## config.mk

```make
export PLATFORM = sky130hd
export DESIGN_NAME = calc_bcd_core
export DESIGN_NICKNAME = d
export VERILOG_FILES = /design/src/rtl/calc_bcd_core.sv
export SDC_FILE = /design/constraint.sdc
export NUM_CORES = 1
export LEC_CHECK = 0
export BUFFER_PORTS_ARGS = -buffer_cell sky130_fd_sc_hd__buf_2
export CAP_MARGIN = 40
export CORE_ASPECT_RATIO = 0.8
export CORE_MARGIN = 8
export CORE_UTILIZATION = 30
export DETAILED_ROUTE_END_ITERATION = 6
export GPL_TIMING_DRIVEN = 0
export PLACE_DENSITY = 0.55
export SKIP_LAST_GASP = 1
export SYNTH_ARGS = -nofsm -noshare
export SYNTH_HDL_FRONTEND = slang
export SYNTH_SLANG_ARGS = --single-unit
export TNS_END_PERCENT = 30
```

## constraint.sdc

```tcl
create_clock -name i_clk -period 4 [get_ports i_clk]
set_clock_uncertainty 0.2 [all_clocks]
set_input_delay 0.4 -clock i_clk [delete_from_list [all_inputs] [get_ports i_clk]]
set_output_delay 0.4 -clock i_clk [all_outputs]
set_load 0.05 [all_outputs]
```

## src/rtl/calc_bcd_core.sv

```systemverilog
// Two-operand decimal calculator core: digit entry, add (or |A-B| with CALC_SUB_EN defined),
// and sequential double-dabble conversion of the result to packed BCD.
module calc_bcd_core #(
    parameter int unsigned DIGITS = 3
) (
    input  logic                        i_clk,
    input  logic                        i_rst_n,
    input  logic [3:0]                  i_digit_in,
    input  logic                        i_digit_valid,
    input  logic                        i_next_op,
    input  logic                        i_compute,
    input  logic                        i_op_sel,
    input  logic                        i_clear,
    output logic [4*DIGITS-1:0]         o_entry_bcd,
    output logic                        o_entering_b,
    output logic                        o_busy,
    output logic                        o_result_valid,
    output logic [4*(DIGITS+1)-1:0]     o_result_bcd,
    output logic                        o_result_neg
);

    localparam int unsigned W  = $clog2(10 ** DIGITS);
    localparam int unsigned RW = W + 1;
    localparam int unsigned DW = 4 * DIGITS;
    localparam int unsigned RD = 4 * (DIGITS + 1);
    localparam int unsigned CW = $clog2(RW);

    typedef enum logic [2:0] {
        StEnterA,
        StEnterB,
        StCalc,
        StConvert,
        StDone
    } state_e;

    state_e          r_state;
    logic [W-1:0]    r_a_bin, r_b_bin;
    logic [DW-1:0]   r_a_bcd, r_b_bcd;
    logic [3:0]      r_cnt;
    logic [RW-1:0]   r_bin;
    logic [RD-1:0]   r_acc;
    logic [CW-1:0]   r_shift_cnt;
    logic            r_neg_calc;
    logic [RD-1:0]   r_result_bcd;
    logic            r_result_neg;
    logic            r_busy;
    logic            r_valid;
    logic            r_entering_b;

    logic            w_digit_ok;
    logic            w_can_append;
    logic [W-1:0]    w_cur_bin, w_app_bin;
    logic [DW-1:0]   w_cur_bcd, w_app_bcd;
    logic [RW-1:0]   w_calc_bin;
    logic            w_calc_neg;
    logic [RD-1:0]   w_acc_adj, w_acc_next;
    logic [RW-1:0]   w_bin_next;

    assign w_digit_ok   = (i_digit_in <= 4'd9);
    assign w_can_append = w_digit_ok && (r_cnt < 4'(DIGITS));
    assign w_cur_bin    = (r_state == StEnterB) ? r_b_bin : r_a_bin;
    assign w_cur_bcd    = (r_state == StEnterB) ? r_b_bcd : r_a_bcd;
    assign w_app_bin    = w_cur_bin * W'(10) + W'(i_digit_in);
    assign w_app_bcd    = (w_cur_bcd << 4) | DW'(i_digit_in);

`ifdef CALC_SUB_EN
    logic r_op_sub;

    always_comb begin
        w_calc_bin = RW'(r_a_bin) + RW'(r_b_bin);
        w_calc_neg = 1'b0;
        if (r_op_sub) begin
            if (r_a_bin >= r_b_bin) begin
                w_calc_bin = RW'(r_a_bin) - RW'(r_b_bin);
            end else begin
                w_calc_bin = RW'(r_b_bin) - RW'(r_a_bin);
                w_calc_neg = 1'b1;
            end
        end
    end
`else
    logic w_unused_op_sel;

    assign w_unused_op_sel = i_op_sel;
    assign w_calc_bin      = RW'(r_a_bin) + RW'(r_b_bin);
    assign w_calc_neg      = 1'b0;
`endif

    // Double-dabble step: correct nibbles >= 5, then shift {acc, bin} left by one.
    always_comb begin
        w_acc_adj = r_acc;
        for (int i = 0; i < int'(RD / 4); i++) begin
            if (r_acc[4*i +: 4] >= 4'd5) begin
                w_acc_adj[4*i +: 4] = r_acc[4*i +: 4] + 4'd3;
            end
        end
        w_acc_next = {w_acc_adj[RD-2:0], r_bin[RW-1]};
        w_bin_next = {r_bin[RW-2:0], 1'b0};
    end

    always_ff @(posedge i_clk or negedge i_rst_n) begin
        if (!i_rst_n) begin
            r_state      <= StEnterA;
            r_a_bin      <= '0;
            r_b_bin      <= '0;
            r_a_bcd      <= '0;
            r_b_bcd      <= '0;
            r_cnt        <= '0;
            r_bin        <= '0;
            r_acc        <= '0;
            r_shift_cnt  <= '0;
            r_neg_calc   <= 1'b0;
            r_result_bcd <= '0;
            r_result_neg <= 1'b0;
            r_busy       <= 1'b0;
            r_valid      <= 1'b0;
            r_entering_b <= 1'b0;
`ifdef CALC_SUB_EN
            r_op_sub     <= 1'b0;
`endif
        end else if (i_clear) begin
            r_state      <= StEnterA;
            r_a_bin      <= '0;
            r_b_bin      <= '0;
            r_a_bcd      <= '0;
            r_b_bcd      <= '0;
            r_cnt        <= '0;
            r_result_bcd <= '0;
            r_result_neg <= 1'b0;
            r_busy       <= 1'b0;
            r_valid      <= 1'b0;
            r_entering_b <= 1'b0;
        end else begin
            unique case (r_state)
                StEnterA: begin
                    if (i_compute) begin
                        r_state <= StEnterA;
                    end else if (i_next_op) begin
                        r_state      <= StEnterB;
                        r_b_bin      <= '0;
                        r_b_bcd      <= '0;
                        r_cnt        <= '0;
                        r_entering_b <= 1'b1;
                    end else if (i_digit_valid && w_can_append) begin
                        r_a_bin <= w_app_bin;
                        r_a_bcd <= w_app_bcd;
                        r_cnt   <= r_cnt + 4'd1;
                    end
                end
                StEnterB: begin
                    if (i_compute) begin
`ifdef CALC_SUB_EN
                        r_op_sub     <= i_op_sel;
`endif
                        r_state      <= StCalc;
                        r_busy       <= 1'b1;
                        r_entering_b <= 1'b0;
                    end else if (i_next_op) begin
                        r_state <= StEnterB;
                    end else if (i_digit_valid && w_can_append) begin
                        r_b_bin <= w_app_bin;
                        r_b_bcd <= w_app_bcd;
                        r_cnt   <= r_cnt + 4'd1;
                    end
                end
                StCalc: begin
                    r_bin       <= w_calc_bin;
                    r_neg_calc  <= w_calc_neg;
                    r_acc       <= '0;
                    r_shift_cnt <= '0;
                    r_state     <= StConvert;
                end
                StConvert: begin
                    r_acc <= w_acc_next;
                    r_bin <= w_bin_next;
                    if (r_shift_cnt == CW'(RW - 1)) begin
                        r_result_bcd <= w_acc_next;
                        r_result_neg <= r_neg_calc;
                        r_valid      <= 1'b1;
                        r_busy       <= 1'b0;
                        r_state      <= StDone;
                    end else begin
                        r_shift_cnt <= r_shift_cnt + CW'(1);
                    end
                end
                StDone: begin
                    // A fresh digit starts a new A entry; the old result stays visible.
                    if (!i_compute && !i_next_op && i_digit_valid && w_digit_ok) begin
                        r_a_bin <= W'(i_digit_in);
                        r_a_bcd <= DW'(i_digit_in);
                        r_b_bin <= '0;
                        r_b_bcd <= '0;
                        r_cnt   <= 4'd1;
                        r_valid <= 1'b0;
                        r_state <= StEnterA;
                    end
                end
                default: r_state <= StEnterA;
            endcase
        end
    end

    assign o_entry_bcd    = (r_state == StEnterA) ? r_a_bcd : r_b_bcd;
    assign o_entering_b   = r_entering_b;
    assign o_busy         = r_busy;
    assign o_result_valid = r_valid;
    assign o_result_bcd   = r_result_bcd;
    assign o_result_neg   = r_result_neg;

endmodule

```

==> results.yml, run 1 <==
place:
  io_buffer_count: 39
  globalplace.congestion: 0.816
  hpwl_um: 10600
worst_hold_path:
  hp-class: "input pin to flip-flop"
cts:
  tritoncts_clock_tree: "built"
  numClockSinks: 99
  clock_network_latency_to_the_later_pin_of_the_worst_skew_pair_ps: 350
  tritoncts.num_buffers: 9
  max-clock-path-buffers: 2
  cts.htree.levels: 3
  clock-root-buffer: "sky130_fd_sc_hd__clkbuf_16"
  clk_pin_slew_worst_paths_ps: 70
detailed_routing:
  drt_pre_antenna_iters: 5
  metal3_wl_um: 488
  initialDrtViolationCount: 317
  route.detailed.drc: 0
  drt-total-wl_um: 14700
  drtAntennaViolNets: 0
  dr_total_vias: 4546
  via_per_inst: 4.89
  maxUsedRoutingLayer: "met4"
  met1_length_um: 7820
  post_drt_wl_per_cell_um: 15.9
  met2_length_um: 6280
sta:
  timing.slew.headroom_pct: 52.2
  timing.final.setup_violations: 0
  fin_crit_ps: 3750
  max_slew.worst_pin.slew_ps: 717
  timing.final.crit_share_pct: 93.8
  final-max-slew-violation-count: 0
  grt_setup_unrepaired: "false"
  hold_viol: 0
  fin_setup_tns_ps: 0
  clock.fmax_ghz: 0.267
floorplanning:
  die_height_um: 140
  ios: 43
  floorplan.core_area_mm2: 0.0189
  die_area_mm2: 0.0238
  die_w_um: 171
  floorplan.initialDensity_pct: 30.4
  core.rowCount: 45
power_and_ir_drop:
  internal_power_mw: 2.16
  comb_power_share_pct: 29.7
  share_clk_of_total_power_pct: 31.4
  peakVddDrop_uv: 222
  leakagePower_nw: 3.09
  p_total_mw: 3.26
  total_switching_power_mw: 1.10
  seq_power_share_pct: 38.9
  pwr_density_cell_mw_per_mm2: 488
  switching_share_pct: 33.7
global_route:
  globalRoute.totalOverflow: 0
  grt_max_degree: 53
  first_global_vias: 4473
  gr-usage-all-layers_pct: 12.9
  grt_pass1_wl_um: 24800
  initial_antenna_violation_count: 0
setup_path:
  critPathArrivalTime_ps: 3830
  required_ps: 4080
  startpoint_type: "flip-flop"
  criticalPathCategory: "flip-flop to flip-flop"
  critical_path.max_fanout: 10
  endpoint_kind: "flip-flop"
synthesis:
  synth-main-ff-cell: "sky130_fd_sc_hd__dfrtp_1"
  postSynthCellCount: 614
  synth_async_sr_flop_share_pct: 100
  ys_ff_latch: 99
  netlist_area_mm2: 0.00573
  yosys.cell_types.count: 53
  synth-edff-count: 0
  synth_sequential_area_ratio_pct: 43.2
  yosysWarnings: 0
  synth.net_count: 663
  synthesis.area_per_instance_um2: 9.33
final_layout:
  layout-drive-gt1-share_pct: 14.7
  finish.utilization_pct: 35.5
  antenna_cells: 0
  fin_nets: 716
  area_growth_syn_to_layout_pct: 16.7
outcome:
  status: "complete, no violations"
run:
  max_capacitance_violation_count: 0
-- cell usage after synthesis (all sizes together) (2+ instances only) --
master,count,area [µm²]
a22o,23,201
buf,10,81.3
mux2i,13,130
o21bai,2,15.0
or3,3,18.8
fa,3,60.1
nor3,13,65.1
inv,21,78.8
a21oi,36,184
o32ai,3,26.3
a21o,4,30.0
nor3b,3,27.5
o21ba,2,20.0
o22ai,3,18.8
nand3,6,30.0
o21a,5,37.5
nand2,103,387
a31oi,6,43.8
nor2,45,169
o31ai,16,120
nand4,3,18.8
xnor2,20,175
ha,35,438
and2,2,12.5
o21ai,48,240
a211oi,4,30.0
nor2b,7,43.8
xor2,4,35.0
a311oi,3,26.3
dfrtp,99,2480
nand2b,12,75.1
nand3b,3,22.5
clkbuf,23,86.3
mux2,18,203
and3,4,25.0
-- sequential cells by signal, summed over array words and instances (netlist names) --
signal and cells:
r_acc 16, r_a_bcd 11, r_state 3, o_busy 1
o_result_bcd 16, r_cnt 4, r_a_bin 10, o_entering_b 1
r_shift_cnt 4, r_b_bcd 11, r_bin 11, r_b_bin 10
o_result_valid 1
-- metal layers --
metal	global-route usage (%)	vias to the layer above
met4	3.04	0
met1	19.5	2201
li1	-	2263
met2	18.5	70
met3	2.20	12
met5	0	-
-- power groups by stage --
stage | Combinational (mW) | Clock, mW | Sequential [mW]
6_report | 0.969 | 1.02 | 1.27
5_1_grt | 1.10 | 1.09 | 1.29
4_1_cts | 0.957 | 1.05 | 1.27
3_5_place_dp | 0.941 | 0 | 1.28
3_3_place_gp | 0.931 | 0 | 1.28
2_1_floorplan | 0.674 | 0 | 1.31
-- through the flow --
stage | instances | hold WS, ps | worst slack (ps) | instance area (µm²)
6_report | 930 | 128 | 250 | 6690
5_1_grt | 930 | 135 | 14.1 | 6690
4_1_cts | 928 | 116 | 9.04 | 6660
3_5_place_dp | 912 | 266 | -511 | 6280
3_3_place_gp | 911 | 259 | -514 | 6250
2_1_floorplan | 614 | -95.6 | 358 | 5730
-- layout by cell type (no fill, tap or decap), types with 9 or more instances in the layout --
master and n:
sky130_fd_sc_hd__mux2i_1 13, sky130_fd_sc_hd__mux2_2 18, sky130_fd_sc_hd__a22o_1 23, sky130_fd_sc_hd__a21oi_1 35, sky130_fd_sc_hd__nand2_1 103, sky130_fd_sc_hd__xnor2_1 19
sky130_fd_sc_hd__o21ai_0 42, sky130_fd_sc_hd__dfrtp_1 99, sky130_fd_sc_hd__nand2b_1 12, sky130_fd_sc_hd__nor2_1 44, sky130_fd_sc_hd__ha_1 35, sky130_fd_sc_hd__nor3_1 13
sky130_fd_sc_hd__clkbuf_16 9, sky130_fd_sc_hd__inv_1 20, sky130_fd_sc_hd__o31ai_1 16, sky130_fd_sc_hd__buf_2 42, sky130_fd_sc_hd__clkbuf_1 21
-- final timing paths --
kind                               start          endpoint  cells past startpoint  slack, ps
max                           r_state[0]        r_a_bin[9]                     15        250
min                        i_digit_in[0]        r_b_bin[0]                      2        130
max reg2reg                   r_state[0]        r_a_bin[9]                     15        250
min reg2reg                  r_a_bcd[10]       r_a_bcd[10]                      2        280
max in group asynchronous        i_rst_n          r_acc[4]                      3       2450
min in group asynchronous        i_rst_n  o_result_bcd[14]                      2        450
-- kinds of logic (layout without fill, tap and decap cells) --
group                      Yosys count  count (layout)  synth area share [%]
DFF                                 99              99                  43.2
other                                1               1                0.0655
adders and majority gates           38              38                  8.69
muxes                               31              31                  5.81
xor gates and xnor gates            24              24                  3.67
and+or+nand+nor                    206             206                  15.9
AOI/OAI and AO/OA                  161             161                  18.3
buffers and inverters               54             112                  4.30
-- final cells by class --
class / instances / area (µm²)
buffer: 32 / 173
clock buffer: 11 / 243
clock inverter: 5 / 108
fill: 1921 / 12200
inverter: 21 / 78.8
multi-input combinational: 461 / 3040
sequential: 99 / 2480
tap: 258 / 323
timing repair buffer: 43 / 250
-- critical path, cell delays in order (launching register included) --
cell and delay (ps):
sky130_fd_sc_hd__dfrtp_1 440, sky130_fd_sc_hd__clkbuf_2 270, sky130_fd_sc_hd__nand2_1 120, sky130_fd_sc_hd__buf_4 200, sky130_fd_sc_hd__nand2_1 70, sky130_fd_sc_hd__nand2_1 100
sky130_fd_sc_hd__ha_1 310, sky130_fd_sc_hd__ha_1 240, sky130_fd_sc_hd__fa_2 390, sky130_fd_sc_hd__xor2_2 180, sky130_fd_sc_hd__nand4_1 170, sky130_fd_sc_hd__nor4_2 370
sky130_fd_sc_hd__xnor2_1 160, sky130_fd_sc_hd__xnor2_2 250, sky130_fd_sc_hd__nand2_1 90, sky130_fd_sc_hd__o21ai_1 120
-- what timing repair did --
action,4_1_cts,5_1_grt
hold buffers,1,0
endpoints found under the setup margin,5,2
buffers inserted,0,2
pin swaps,0,5
endpoints found under the hold margin,51,0
resized for setup,6,7
(Power assumes the default switching activity.)
==> inputs of run 2 (changes only) <==
ABC_AREA = 1   (was default)
PLACE_DENSITY = 0.54   (was 0.55)
==> results.yml, run 2 <==
outcome:
  status: "complete, no violations"
sta:
  timing.final.crit_share_pct: 92.5
  hold_viol: 0
  grt_setup_unrepaired: "false"
  timing.slew.headroom_pct: 46.0
  fin_crit_ps: 3700
  final-max-slew-violation-count: 0
  fin_setup_tns_ps: 0
  max_slew.worst_pin.slew_ps: 811
  timing.final.setup_violations: 0
  clock.fmax_ghz: 0.270
global_route:
  use_met3_pct: 3.21
  globalRoute.totalOverflow: 0
  grt_util_met2_pct: 18.7
  grt_max_degree: 64
  first_global_vias: 4581
  grt_use_met1_pct: 19.6
  gr-usage-all-layers_pct: 13.1
  initial_antenna_violation_count: 0
  grt_pass1_wl_um: 25100
  grt_most_used_layer: "met1"
final_layout:
  layout.cells.most_common: "sky130_fd_sc_hd__nand2_1"
  layout-drive-gt1-share_pct: 13.3
  fill_cells: 2002
  multi_input_area_mm2: 0.00284
  area_growth_syn_to_layout_pct: 14.7
  finalInstanceArea_mm2: 0.00668
  most-common-layout-cells: "sky130_fd_sc_hd__nand2_1 (145), sky130_fd_sc_hd__inv_1 (100), sky130_fd_sc_hd__dfrtp_1 (99)"
  ff_latch_area_mm2: 0.00248
  fin_nets: 818
  finish.utilization_pct: 35.2
  antenna_cells: 0
detailed_routing:
  initialDrtViolationCount: 339
  post_drt_wl_per_cell_um: 14.7
  drtAntennaViolNets: 0
  drt_pre_antenna_iters: 5
  via_per_inst: 4.71
  route.detailed.drc: 0
  drt-total-wl_um: 15200
  dr_total_vias: 4852
setup_path:
  criticalPathCategory: "flip-flop to flip-flop"
  startpoint_type: "flip-flop"
  endpoint_kind: "flip-flop"
  critPathArrivalTime_ps: 3770
  critical_path.max_fanout: 19
  required_ps: 4070
floorplanning:
  floorplan.core_area_mm2: 0.0190
  die_w_um: 172
  floorplan.initialDensity_pct: 30.7
  core.rowCount: 45
  ios: 43
  die_height_um: 141
  die_area_mm2: 0.0241
place:
  placedInstanceArea_mm2: 0.00636
  io_buffer_count: 40
  globalplace.congestion: 0.812
  hpwl_um: 11600
cts:
  cts.htree.levels: 3
  clk_pin_slew_worst_paths_ps: 70
  tritoncts.num_buffers: 9
  post_cts.repair.setup_buffers: 0
  clock-root-buffer: "sky130_fd_sc_hd__clkbuf_16"
  numClockSinks: 99
  max-clock-path-buffers: 2
  tritoncts_clock_tree: "built"
  clock_network_latency_to_the_later_pin_of_the_worst_skew_pair_ps: 360
run:
  max_capacitance_violation_count: 0
synthesis:
  synth.net_count: 766
  main_area_contributors_after_synthesis: "sky130_fd_sc_hd__dfrtp_1 (43%), sky130_fd_sc_hd__nand2_1 (9.4%), sky130_fd_sc_hd__o21ai_0 (8.1%)"
  synth_sequential_area_ratio_pct: 42.6
  synth-main-ff-cell: "sky130_fd_sc_hd__dfrtp_1"
  netlist_area_mm2: 0.00582
  synth_simple_gate_area_share_pct: 19.7
  synth-compound-area-share_pct: 18.4
  synthesis.area_per_instance_um2: 8.12
  synth_async_sr_flop_share_pct: 100
  post_synth_mux_area_share_pct: 0
  postSynthCellCount: 717
  top_count_cell_post_synth: "sky130_fd_sc_hd__nand2_1"
  area_share_of_fa_ha_maj_cells_after_synthesis_pct: 8.56
  synth.cells.most_frequent: "sky130_fd_sc_hd__nand2_1 (145), sky130_fd_sc_hd__inv_1 (100), sky130_fd_sc_hd__dfrtp_1 (99), sky130_fd_sc_hd__o21ai_0 (94), sky130_fd_sc_hd__nand3_1 (45)"
  yosys.cell_types.count: 42
  yosys.area.top_type_share_pct: 42.6
  synth-edff-count: 0
  yosysWarnings: 0
  parity_gate_share_of_the_synthesized_area_counting_xor_and_xnor_cells_pct: 1.96
  synth_top_family_by_area: "simple AND/OR/NAND/NOR gates"
  ys_ff_latch: 99
  netlist.top_cell.by_area: "sky130_fd_sc_hd__dfrtp_1"
power_and_ir_drop:
  seq_power_share_pct: 35.0
  leakagePower_nw: 3.22
  p_total_mw: 4.11
  total_switching_power_mw: 1.78
  peakVddDrop_uv: 287
  share_clk_of_total_power_pct: 21.9
  internal_power_mw: 2.33
  comb_power_share_pct: 43.2
  switching_share_pct: 43.2
  pwr_density_cell_mw_per_mm2: 615
worst_hold_path:
  hp-class: "input pin to flip-flop"
-- run 2: cell types whose count changed after synthesis, sizes merged, moves of 12 or more --
cell / delta
inv: +84
o21ai: +60
nand2: +46
nand3: +41
o22ai: +27
a22o: -22
mux2: -18
xnor2: -17
o31ai: -16
mux2i: -13
nand2b: -12
-- run 2: power groups by stage --
stage | Combinational, mW | Clock (mW) | Sequential, mW
2_1_floorplan | 1.14 | 0 | 1.63
3_3_place_gp | 1.76 | 0 | 1.45
3_5_place_dp | 1.77 | 0 | 1.45
4_1_cts | 1.78 | 0.922 | 1.43
5_1_grt | 2.01 | 0.963 | 1.47
6_report | 1.77 | 0.897 | 1.44
-- run 2: logic make-up (layout without fill, tap and decap cells) --
logic type	count (synthesis)	in the layout
fa+ha+maj	38	38
flops	99	99
compound gates	185	185
xor+xnor	13	13
buf+inv	128	184
other cells	1	1
simple gates	253	253
-- run 2: cell type report --
class / instances / share of cell area (%)
Buffer: 22 / 1.69
Clock buffer: 10 / 3.58
Clock inverter: 5 / 0.937
Inverter: 105 / 5.90
Multi-Input combinational cell: 490 / 42.5
Sequential cell: 99 / 37.1
Tap cell: 258 / 4.84
Timing Repair Buffer: 42 / 3.49
-- run 2: per-stage QoR --
stage	instances	setup WS [ps]	hold WS, ps
floorplan	717	557	-95.6
detailed placement	1016	-258	266
global route	1031	32.5	127
CTS	1031	146	88.8
global placement	1015	-301	262
finish	1031	302	93.9
-- run 2: what timing repair did --
item | CTS | global route
setup endpoints to repair | 8 | 6
hold endpoints to repair | 62 | 0
hold buffers | 1 | 0
resized for setup | 1 | 2
gates cloned | 0 | 0
-- run 2: path summary, 6_finish.rpt --
| check | slack (ps) | to | cells after the start | from |
|---|---|---|---|---|
| min in group asynchronous | 490 | r_acc[2] | 2 | i_rst_n |
| worst max register to register | 300 | r_b_bin[8] | 14 | r_state[1] |
| max in group asynchronous | 2430 | r_a_bcd[2] | 3 | i_rst_n |
| worst min-delay path | 90 | r_b_bin[0] | 3 | i_digit_in[0] |
| worst max-delay path | 300 | r_b_bin[8] | 14 | r_state[1] |
| worst min register to register | 280 | o_result_bcd[1] | 2 | o_result_bcd[1] |
-- run 2: per-layer routing --
| layer | wire (µm) | share of wire [%] |
|---|---|---|
| met1 | 8070 | 53 |
| met2 | 6370 | 42 |
| met3 | 684 | 4.5 |
| met4 | 77 | 0.51 |
| met5 | 0 | 0 |
-- run 2: critical path: stages (launching register included) --
cell and delay [ps]:
sky130_fd_sc_hd__dfrtp_1 460, sky130_fd_sc_hd__inv_2 190, sky130_fd_sc_hd__nand3_4 260, sky130_fd_sc_hd__clkbuf_1 320
sky130_fd_sc_hd__o21ai_2 320, sky130_fd_sc_hd__ha_1 290, sky130_fd_sc_hd__ha_1 250, sky130_fd_sc_hd__fa_1 410
sky130_fd_sc_hd__nand3_1 90, sky130_fd_sc_hd__nand2_1 60, sky130_fd_sc_hd__or2_2 270, sky130_fd_sc_hd__nand2_1 90
sky130_fd_sc_hd__xor2_1 230, sky130_fd_sc_hd__nand2_1 70, sky130_fd_sc_hd__o21ai_0 100
==> inputs of run 3 (changes only) <==
MAX_ROUTING_LAYER = met4   (was default)
==> results.yml, run 3 (same netlist as run 2, synthesis figures left out) <==
setup_path:
  critical_path.max_fanout: 19
  cp_slowest_stage_delay_ps: 460
  crit_path_cell_chain: "inv_2 > nand3_4 > clkbuf_1 > o21ai_2 > ha_1 > ha_1 > fa_1 > nand3_1 > nand2_1 > or2_2 > nand2_1 > xor2_1 > nand2_1 > o21ai_0"
  required_ps: 4070
  crit_slowest_cell: "sky130_fd_sc_hd__dfrtp_1"
  startpoint_type: "flip-flop"
  criticalPathCategory: "flip-flop to flip-flop"
  endpoint_kind: "flip-flop"
  cpMostUsedCell: "sky130_fd_sc_hd__nand2_1"
  critPathArrivalTime_ps: 3770
power_and_ir_drop:
  leakagePower_nw: 3.22
  p_total_mw: 4.11
  peakVddDrop_uv: 287
  pwr_density_cell_mw_per_mm2: 615
global_route:
  gr-usage-all-layers_pct: 13.4
  grt_max_degree: 64
  initial_antenna_violation_count: 0
  grt_most_used_layer: "met1"
  globalRoute.totalOverflow: 0
  first_global_vias: 4563
  use_met3_pct: 3.21
  grt_use_met1_pct: 19.6
  grt_pass1_wl_um: 25100
  grt_util_met2_pct: 18.7
cts:
  clock_network_latency_to_the_later_pin_of_the_worst_skew_pair_ps: 360
  max-clock-path-buffers: 2
  clk_pin_slew_worst_paths_ps: 70
  cts.htree.levels: 3
  post_cts.repair.setup_buffers: 0
  tritoncts_clock_tree: "built"
  clock-root-buffer: "sky130_fd_sc_hd__clkbuf_16"
  numClockSinks: 99
  tritoncts.num_buffers: 9
outcome:
  status: "complete, no violations"
run:
  max_capacitance_violation_count: 0
floorplanning:
  ios: 43
  floorplan.initialDensity_pct: 30.7
  die_area_mm2: 0.0241
  die_w_um: 172
  core.rowCount: 45
  die_height_um: 141
  floorplan.core_area_mm2: 0.0190
place:
  io_buffer_count: 40
  placedInstanceArea_mm2: 0.00636
  placement.setup.worst_slack_ps: -258
  hpwl_um: 11600
  place_inst: 1016
  globalplace.congestion: 0.824
detailed_routing:
  initialDrtViolationCount: 346
  drtAntennaViolNets: 0
  drt-total-wl_um: 15200
  via_per_inst: 4.72
  drt_pre_antenna_iters: 5
  dr_total_vias: 4870
  route.detailed.drc: 0
  post_drt_wl_per_cell_um: 14.7
final_layout:
  most-common-layout-cells: "sky130_fd_sc_hd__nand2_1 (145), sky130_fd_sc_hd__inv_1 (100), sky130_fd_sc_hd__dfrtp_1 (99)"
  layout-drive-gt1-share_pct: 13.3
  layout.cells.most_common: "sky130_fd_sc_hd__nand2_1"
  finalInstanceArea_mm2: 0.00668
  antenna_cells: 0
  finish.utilization_pct: 35.2
  layoutNonFillerInstCount: 1031
  area_growth_syn_to_layout_pct: 14.7
  fin_nets: 818
sta:
  holdWs_ps: 92.0
  clock.fmax_ghz: 0.270
  timing.slew.headroom_pct: 45.8
  hold_viol: 0
  grt_setup_unrepaired: "false"
  worst_slack_ps: 298
  max_slew.worst_pin.slew_ps: 813
  timing.final.setup_violations: 0
  fin_crit_ps: 3700
  final-max-slew-violation-count: 0
  fin_setup_tns_ps: 0
  timing.final.crit_share_pct: 92.6
worst_hold_path:
  hp-class: "input pin to flip-flop"
run 3: per-layer routing:
metal	up-vias	part of all wire [%]	routed length (µm)
li1	2484	-	-
met1	2273	53	8010
met2	104	42	6360
met3	9	5.0	753
met4	0	0.50	76
met5	-	0	0
run 3: worst max-delay path, delay by kind of cell (launching register included):
kind | cells | cell delay [ps]
AOI/OAI and AO/OA | 2 | 420
and+or+nand+nor | 6 | 840
xor gates and xnor gates | 1 | 230
adders and majority gates | 3 | 950
buffers and inverters | 2 | 510
DFF | 1 | 460
run 3: what timing repair did:
action                                  4_1_cts  5_1_grt
hold endpoints to repair                     62        0
gates resized for setup                       1        2
hold buffers                                  1        0
endpoints found under the setup margin        8        6
run 3: final timing paths:
path / start / endpoint / slack (ps) / cells past startpoint
max: r_state[1] / r_b_bin[8] / 300 / 14
min: i_digit_in[0] / r_b_bin[0] / 90 / 3
max reg2reg: r_state[1] / r_b_bin[8] / 300 / 14
min reg2reg: o_result_bcd[1] / o_result_bcd[1] / 280 / 2
max in group asynchronous: i_rst_n / r_a_bin[1] / 2430 / 3
min in group asynchronous: i_rst_n / r_acc[2] / 490 / 2
run 3: cell type report:
class	count	area, µm²
Fill cell	2002	12300
Multi-Input combinational cell	490	2840
Sequential cell	99	2480
Inverter	105	394
Tap cell	258	323
Clock buffer	10	239
Timing Repair Buffer	42	233
Buffer	22	113
Clock inverter	5	62.6
run 3: where the power goes:
part | switching [mW] | leakage, nW | internal [mW] | total, mW
combinational | 1.21 | 1.75 | 0.559 | 1.77
sequential | 0.167 | 1.32 | 1.27 | 1.44
clock | 0.397 | 0.146 | 0.503 | 0.900
